==> src/rtl/monitor_bus_pkg.sv <==
// monitor_bus_pkg: shared definitions for the monitor card bus (master and slave sides)
//   MON_ADDR_W / MON_DATA_W : bus address and data widths
//   MON_MAX_LEN             : longest burst a single command may request
//   mon_state_t             : master FSM state encoding
//   clip_len()              : maps a raw beat count onto 1..MON_MAX_LEN
package monitor_bus_pkg;
  localparam int MON_ADDR_W  = 10;
  localparam int MON_DATA_W  = 32;
  localparam int MON_MAX_LEN = 32;

  typedef enum logic [2:0] {
    S_IDLE,
    S_SETUP,
    S_WAIT_ACK,
    S_RELEASE,
    S_FINISH
  } mon_state_t;

  function automatic logic [5:0] clip_len(input logic [5:0] len);
    return (len == 6'd0) ? 6'd1 : (len > 6'(MON_MAX_LEN)) ? 6'(MON_MAX_LEN) : len;
  endfunction
endpackage

==> src/rtl/ack_timer.sv <==
// ack_timer: acknowledge timeout counter for the bus master
//   i_clk, i_reset_n : clock, synchronous active-low reset
//   i_clr            : zero the count
//   i_en             : count this cycle (master is waiting for an ack)
//   o_expire         : the current enabled cycle is the TIMEOUT-th wait cycle
module ack_timer #(
  parameter int TIMEOUT = 255
) (
  input  logic i_clk,
  input  logic i_reset_n,
  input  logic i_clr,
  input  logic i_en,
  output logic o_expire
);
  logic [7:0] r_cnt;

  always_ff @(posedge i_clk) begin
    if (!i_reset_n || i_clr) r_cnt <= 8'd0;
    else if (i_en)           r_cnt <= r_cnt + 8'd1;
  end

  // count is zero in the first wait cycle, so the last permitted cycle sees TIMEOUT-1
  assign o_expire = i_en && (r_cnt == 8'(TIMEOUT - 1));
endmodule

==> src/rtl/monitor_master.sv <==
// monitor_master: card-bus initiator issuing single/burst reads and writes for the host
//   host side : i_req, i_req_wr, i_req_addr, i_req_len, i_req_wdata in;
//               o_busy, o_rvalid, o_rdata, o_wnext, o_done, o_err out
//   bus side  : o_card_sel, o_ai, o_wr_in_n, o_mdo out; i_sack_n, i_sdi in
//   i_clk, i_reset_n : clock, synchronous active-low reset
module monitor_master
  import monitor_bus_pkg::*;
#(
  parameter int TIMEOUT = 255
) (
  input  logic                  i_clk,
  input  logic                  i_reset_n,
  input  logic                  i_req,
  input  logic                  i_req_wr,
  input  logic [MON_ADDR_W-1:0] i_req_addr,
  input  logic [5:0]            i_req_len,
  input  logic [MON_DATA_W-1:0] i_req_wdata,
  output logic                  o_busy,
  output logic                  o_rvalid,
  output logic [MON_DATA_W-1:0] o_rdata,
  output logic                  o_wnext,
  output logic                  o_done,
  output logic                  o_err,
  output logic                  o_card_sel,
  output logic [MON_ADDR_W-1:0] o_ai,
  output logic                  o_wr_in_n,
  output logic [MON_DATA_W-1:0] o_mdo,
  input  logic                  i_sack_n,
  input  logic [MON_DATA_W-1:0] i_sdi
);
  mon_state_t            r_state, w_next;
  logic [5:0]            r_beats;
  logic [MON_ADDR_W-1:0] r_ai;
  logic [MON_DATA_W-1:0] r_mdo, r_rdata;
  logic                  r_wr_n, r_err, r_rvalid, r_wnext;
  logic                  w_expire, w_accept, w_ack, w_abort, w_rel_done;

  ack_timer #(.TIMEOUT(TIMEOUT)) u_timer (
    .i_clk     (i_clk),
    .i_reset_n (i_reset_n),
    .i_clr     (r_state == S_SETUP),
    .i_en      (r_state == S_WAIT_ACK),
    .o_expire  (w_expire)
  );

  assign w_accept   = (r_state == S_IDLE) && i_req;
  assign w_ack      = (r_state == S_WAIT_ACK) && !i_sack_n;
  // an ack arriving on the expiry cycle still completes the beat
  assign w_abort    = (r_state == S_WAIT_ACK) && i_sack_n && w_expire;
  assign w_rel_done = (r_state == S_RELEASE) && i_sack_n;

  always_ff @(posedge i_clk) begin
    if (!i_reset_n) r_state <= S_IDLE;
    else            r_state <= w_next;
  end

  always_comb begin
    w_next = r_state;
    case (r_state)
      S_IDLE:     w_next = i_req ? S_SETUP : S_IDLE;
      S_SETUP:    w_next = S_WAIT_ACK;
      S_WAIT_ACK: w_next = w_ack ? S_RELEASE : w_abort ? S_FINISH : S_WAIT_ACK;
      S_RELEASE:  w_next = !w_rel_done ? S_RELEASE : (r_beats == 6'd1) ? S_FINISH : S_SETUP;
      S_FINISH:   w_next = S_IDLE;
      default:    w_next = S_IDLE;
    endcase
  end

  always_ff @(posedge i_clk) begin
    if (!i_reset_n) begin
      r_beats  <= 6'd0;
      r_ai     <= '0;
      r_mdo    <= '0;
      r_rdata  <= '0;
      r_wr_n   <= 1'b1;
      r_err    <= 1'b0;
      r_rvalid <= 1'b0;
      r_wnext  <= 1'b0;
    end else begin
      r_rvalid <= w_ack && r_wr_n;
      r_wnext  <= w_ack && !r_wr_n;
      if (w_accept) begin
        r_ai    <= i_req_addr;
        r_wr_n  <= ~i_req_wr;
        r_beats <= clip_len(i_req_len);
        if (i_req_wr) r_mdo <= i_req_wdata;
      end
      if (w_ack && r_wr_n) r_rdata <= i_sdi;
      if (w_abort) r_err <= 1'b1;
      if (w_rel_done) begin
        r_beats <= r_beats - 6'd1;
        r_ai    <= r_ai + 1'b1;
        // next write word is taken as the following SETUP is entered
        if (!r_wr_n && r_beats != 6'd1) r_mdo <= i_req_wdata;
      end
      if (r_state == S_FINISH) begin
        r_err  <= 1'b0;
        r_wr_n <= 1'b1;
      end
    end
  end

  assign o_busy     = r_state != S_IDLE;
  assign o_card_sel = r_state == S_WAIT_ACK;
  assign o_done     = r_state == S_FINISH;
  assign o_err      = (r_state == S_FINISH) && r_err;
  assign o_rvalid   = r_rvalid;
  assign o_wnext    = r_wnext;
  assign o_rdata    = r_rdata;
  assign o_ai       = r_ai;
  assign o_wr_in_n  = r_wr_n;
  assign o_mdo      = r_mdo;
endmodule

==> config.mk <==
export PLATFORM = sky130hd
export DESIGN_NAME = monitor_master
export DESIGN_NICKNAME = d
export VERILOG_FILES = /design/src/rtl/monitor_bus_pkg.sv /design/src/rtl/ack_timer.sv /design/src/rtl/monitor_master.sv
export SDC_FILE = /design/constraint.sdc
export NUM_CORES = 1
export LEC_CHECK = 0
export ABC_AREA = 0
export BUFFER_PORTS_ARGS = -buffer_cell sky130_fd_sc_hd__buf_4
export CORE_MARGIN = 1.5
export CORE_UTILIZATION = 45
export CTS_BUF_LIST = sky130_fd_sc_hd__clkbuf_4 sky130_fd_sc_hd__clkbuf_8
export DETAILED_ROUTE_END_ITERATION = 10
export PLACE_DENSITY = 0.88
export SLEW_MARGIN = 20
export SYNTH_ARGS = -nofsm -noshare
export SYNTH_HDL_FRONTEND = slang
export SYNTH_SLANG_ARGS = --single-unit
export TNS_END_PERCENT = 20
==> constraint.sdc <==
create_clock -name i_clk -period 1.6 [get_ports i_clk]
set_clock_uncertainty 0.15 [all_clocks]
set_input_delay 0.16 -clock i_clk [delete_from_list [all_inputs] [get_ports i_clk]]
set_output_delay 0.16 -clock i_clk [all_outputs]
set_load 0.02 [all_outputs]
==> metrics.txt <==
violated checks setup timing; global route total overflow 0; DR vias/cell 5.393; Worst EP required about 1700 ps; TritonCTS clock tree yes; # setup viols final between 90 and 100; cell-internal power 4.058 mW; number of synthesized flops with an enable pin 0; RSZ-0062 raised after global routing true; R2R Path Start r_state[2]; Unique masters post-synth 50; layout cell share with drive strength beyond 1 approximately two fifths; CP Capture Type register; most frequent cell after synthesis nand2_1; initial cell density of the core between 40% and 50%; power per cell area between 700 and 800 nW/um^2; Final WS setup -191.9 ps; Cell Area, Synth approximately 4200 sq um; CTS H-tree lvls 3; largest net degree at the start of global routing 86; FF+latch count, synth 95; Logic pwr share 26.7%; startpoint type of the worst setup path register; Hold Path Class in2reg; top post-synthesis cells by area dfxtp_1 (45%), nand2_1 (13%), mux2i_1 (7.9%); core footprint 9153 sq um; post-route ant nets 0; WL final 15.91 mm; io pins 166; final net count 847; status finished with violations; clock slew at reported path FFs 100 ps; crit path time final 1792 ps; synthesized net count 567; post-route clock period utilization 112.0%; clock sink total 95; Leak ~3.3 nW; PortBufs 165; Critical path origin r_state[2]; Final Core Density 78.92%; register share of total power approximately 45%; global-route wire length before repair 21.65 mm; Vias 4,708; Sw Ratio 29.53%; clk root buf clkbuf_8; Die W 99.63 um; routed len/inst 18.22 um; Synth Instances 477; DIE AREA 9925 sq um; Routability Congestion just under 0.9; Clock Path Buffers 2; Slew Viols, Final 0; Clock Power Share 28.4%; area occupied by multi-input gates ~2300 sq um; Max VDD drop 0.7082 mV; Post-synth top cells nand2_1 (143), dfxtp_1 (95), mux2i_1 (33); initial DRC count 202; fillcell total 504; Fin Hold WS between 8 and 9 ps; area delta synth->final 71.92%; initial antenna violation count 0; Yosys warning count 0; Die H 99.63 um; non-filler cells, final 873; worst path arrival time 1930 ps; num rows 35; DR DRC count 0; Antenna Cells 0; maximum clock rate 558.1 MHz; DPL Wire Length 8.219 mm; largest area contributor in the netlist dfxtp_1; worst skew pair latency 350 ps; syn avg cell area 8.808 sq um; placed cell areas 5758 sq um; Post-Place Cells 760; worst slew pin tran 345.1 ps; FFs w/ async S/R, synth 0%; Total GRT Usage a little over a quarter; net switching power around 1.7 mW; FF+latch area between 1500 and 2000 sq um; ys flop type dfxtp_1; CTS Buf Count 9; critical path class reg2reg; Final Hold Viols 0; vias in the first global route 4,620; finished layout cell area around 7200 sq um; crit path max fanout 8; hold path startpoint i_req_len[5]; Worst slew margin 76.78%; TritonRoute pass-1 iters 6; share of the synthesized area in the top cell type 45.27%; max-cap violation count 0; Seq/Total Area, Yosys 45.27%
==> state kept, by name (all words and copies together), names as in the netlist, 3 cells and up <==
name / cells
o_ai: 10
o_mdo: 32
o_rdata: 32
r_beats: 6
r_state: 3
u_timer.r_cnt: 8
==> cells in the final DEF, fill, tap and decap left out, drive strengths merged, types with 6 or more instances in the layout <==
cell | synthesis | routed
o21ai | 12 | 12
inv | 8 | 10
nor2 | 18 | 18
mux2i | 33 | 33
a21boi | 38 | 38
nor2b | 6 | 6
a21oi | 9 | 9
dfxtp | 95 | 95
nand4 | 6 | 6
buf | 15 | 219
nor3 | 6 | 6
nand2 | 146 | 146
nand3 | 8 | 8
dlygate4sd3 | 0 | 76
clkbuf | 16 | 15
==> metrics by stage <==
| stage | power (mW) | worst slack [ps] | TNS, ps |
|---|---|---|---|
| final | 5.758 | -191.9 | -10510 |
| after global routing | 5.982 | -249.4 | -15380 |
| after CTS | 5.535 | -167.8 | -9897 |
| after detailed placement | 3.724 | -197.5 | -13340 |
| after global placement | 3.687 | -147.9 | -8533 |
| after floorplan | 3.192 | -171.7 | -8156 |
==> metal layers <==
metal	share of wire (%)	vias to the layer above	GRT usage (%)	wire length, um
met3	6.7	60	5.622	1058
met2	52	251	50.74	8249
met5	0	-	0	0
met1	38	2220	30.38	5969
met4	3.9	0	11.92	628
li1	-	2177	-	-
==> final timing paths <==
kind | endpoint | slack (ps) | cells after the start
worst max-delay path | o_rdata[10] | -190 | 6
worst max register to register | o_rdata[10] | -190 | 6
worst min register to register | o_rdata[2] | 310 | 2
worst min-delay path | r_beats[2] | 9 | 3
==> logic make-up (layout without fill, tap and decap cells) <==
family / count (synthesis) / after routing / share of synthesized area, %
flops: 95 / 95 / 45.26
xor+xnor: 5 / 5 / 1.042
fa+ha+maj: 5 / 5 / 1.489
compound gates: 79 / 79 / 15.07
simple gates: 219 / 219 / 23.88
mux: 35 / 35 / 8.398
buf+inv: 39 / 324 / 4.854
==> critical path, cell delays in order, from the launching register on <==
cell	delay, ps
dfxtp_4	380
or3b_4	440
nor3b_4	210
buf_6	160
clkbuf_16	150
nand2_1	90
a21boi_2	140
==> cell type report <==
class,count,share of cell area (%)
flip-flops and latches,95,26.45
clock buffers,10,1.819
repair buffers,300,36.51
multi-input cells,343,31.89
inverters,8,0.4504
well taps,111,1.923
clock inverters,6,0.9527
==> timing repair <==
action / 4_1_cts / 5_1_grt
buffers inserted: 5 / 9
gates cloned: 0 / 7
endpoints found under the hold margin: 76 / 0
hold buffers: 76 / 0
pin swaps: 4 / 20
endpoints found under the setup margin: 94 / 97
gates resized for setup: 35 / 48
==> power groups by stage <==
stage	sequential (mW)	combinational, mW	clock (mW)
global placement	2.61	1.07	0
finish	2.59	1.54	1.64
global route	2.60	1.61	1.77
detailed placement	2.62	1.10	0
floorplan	2.74	0.453	0
CTS	2.57	1.31	1.65
No activity file was read; power rests on OpenSTA's default activity.
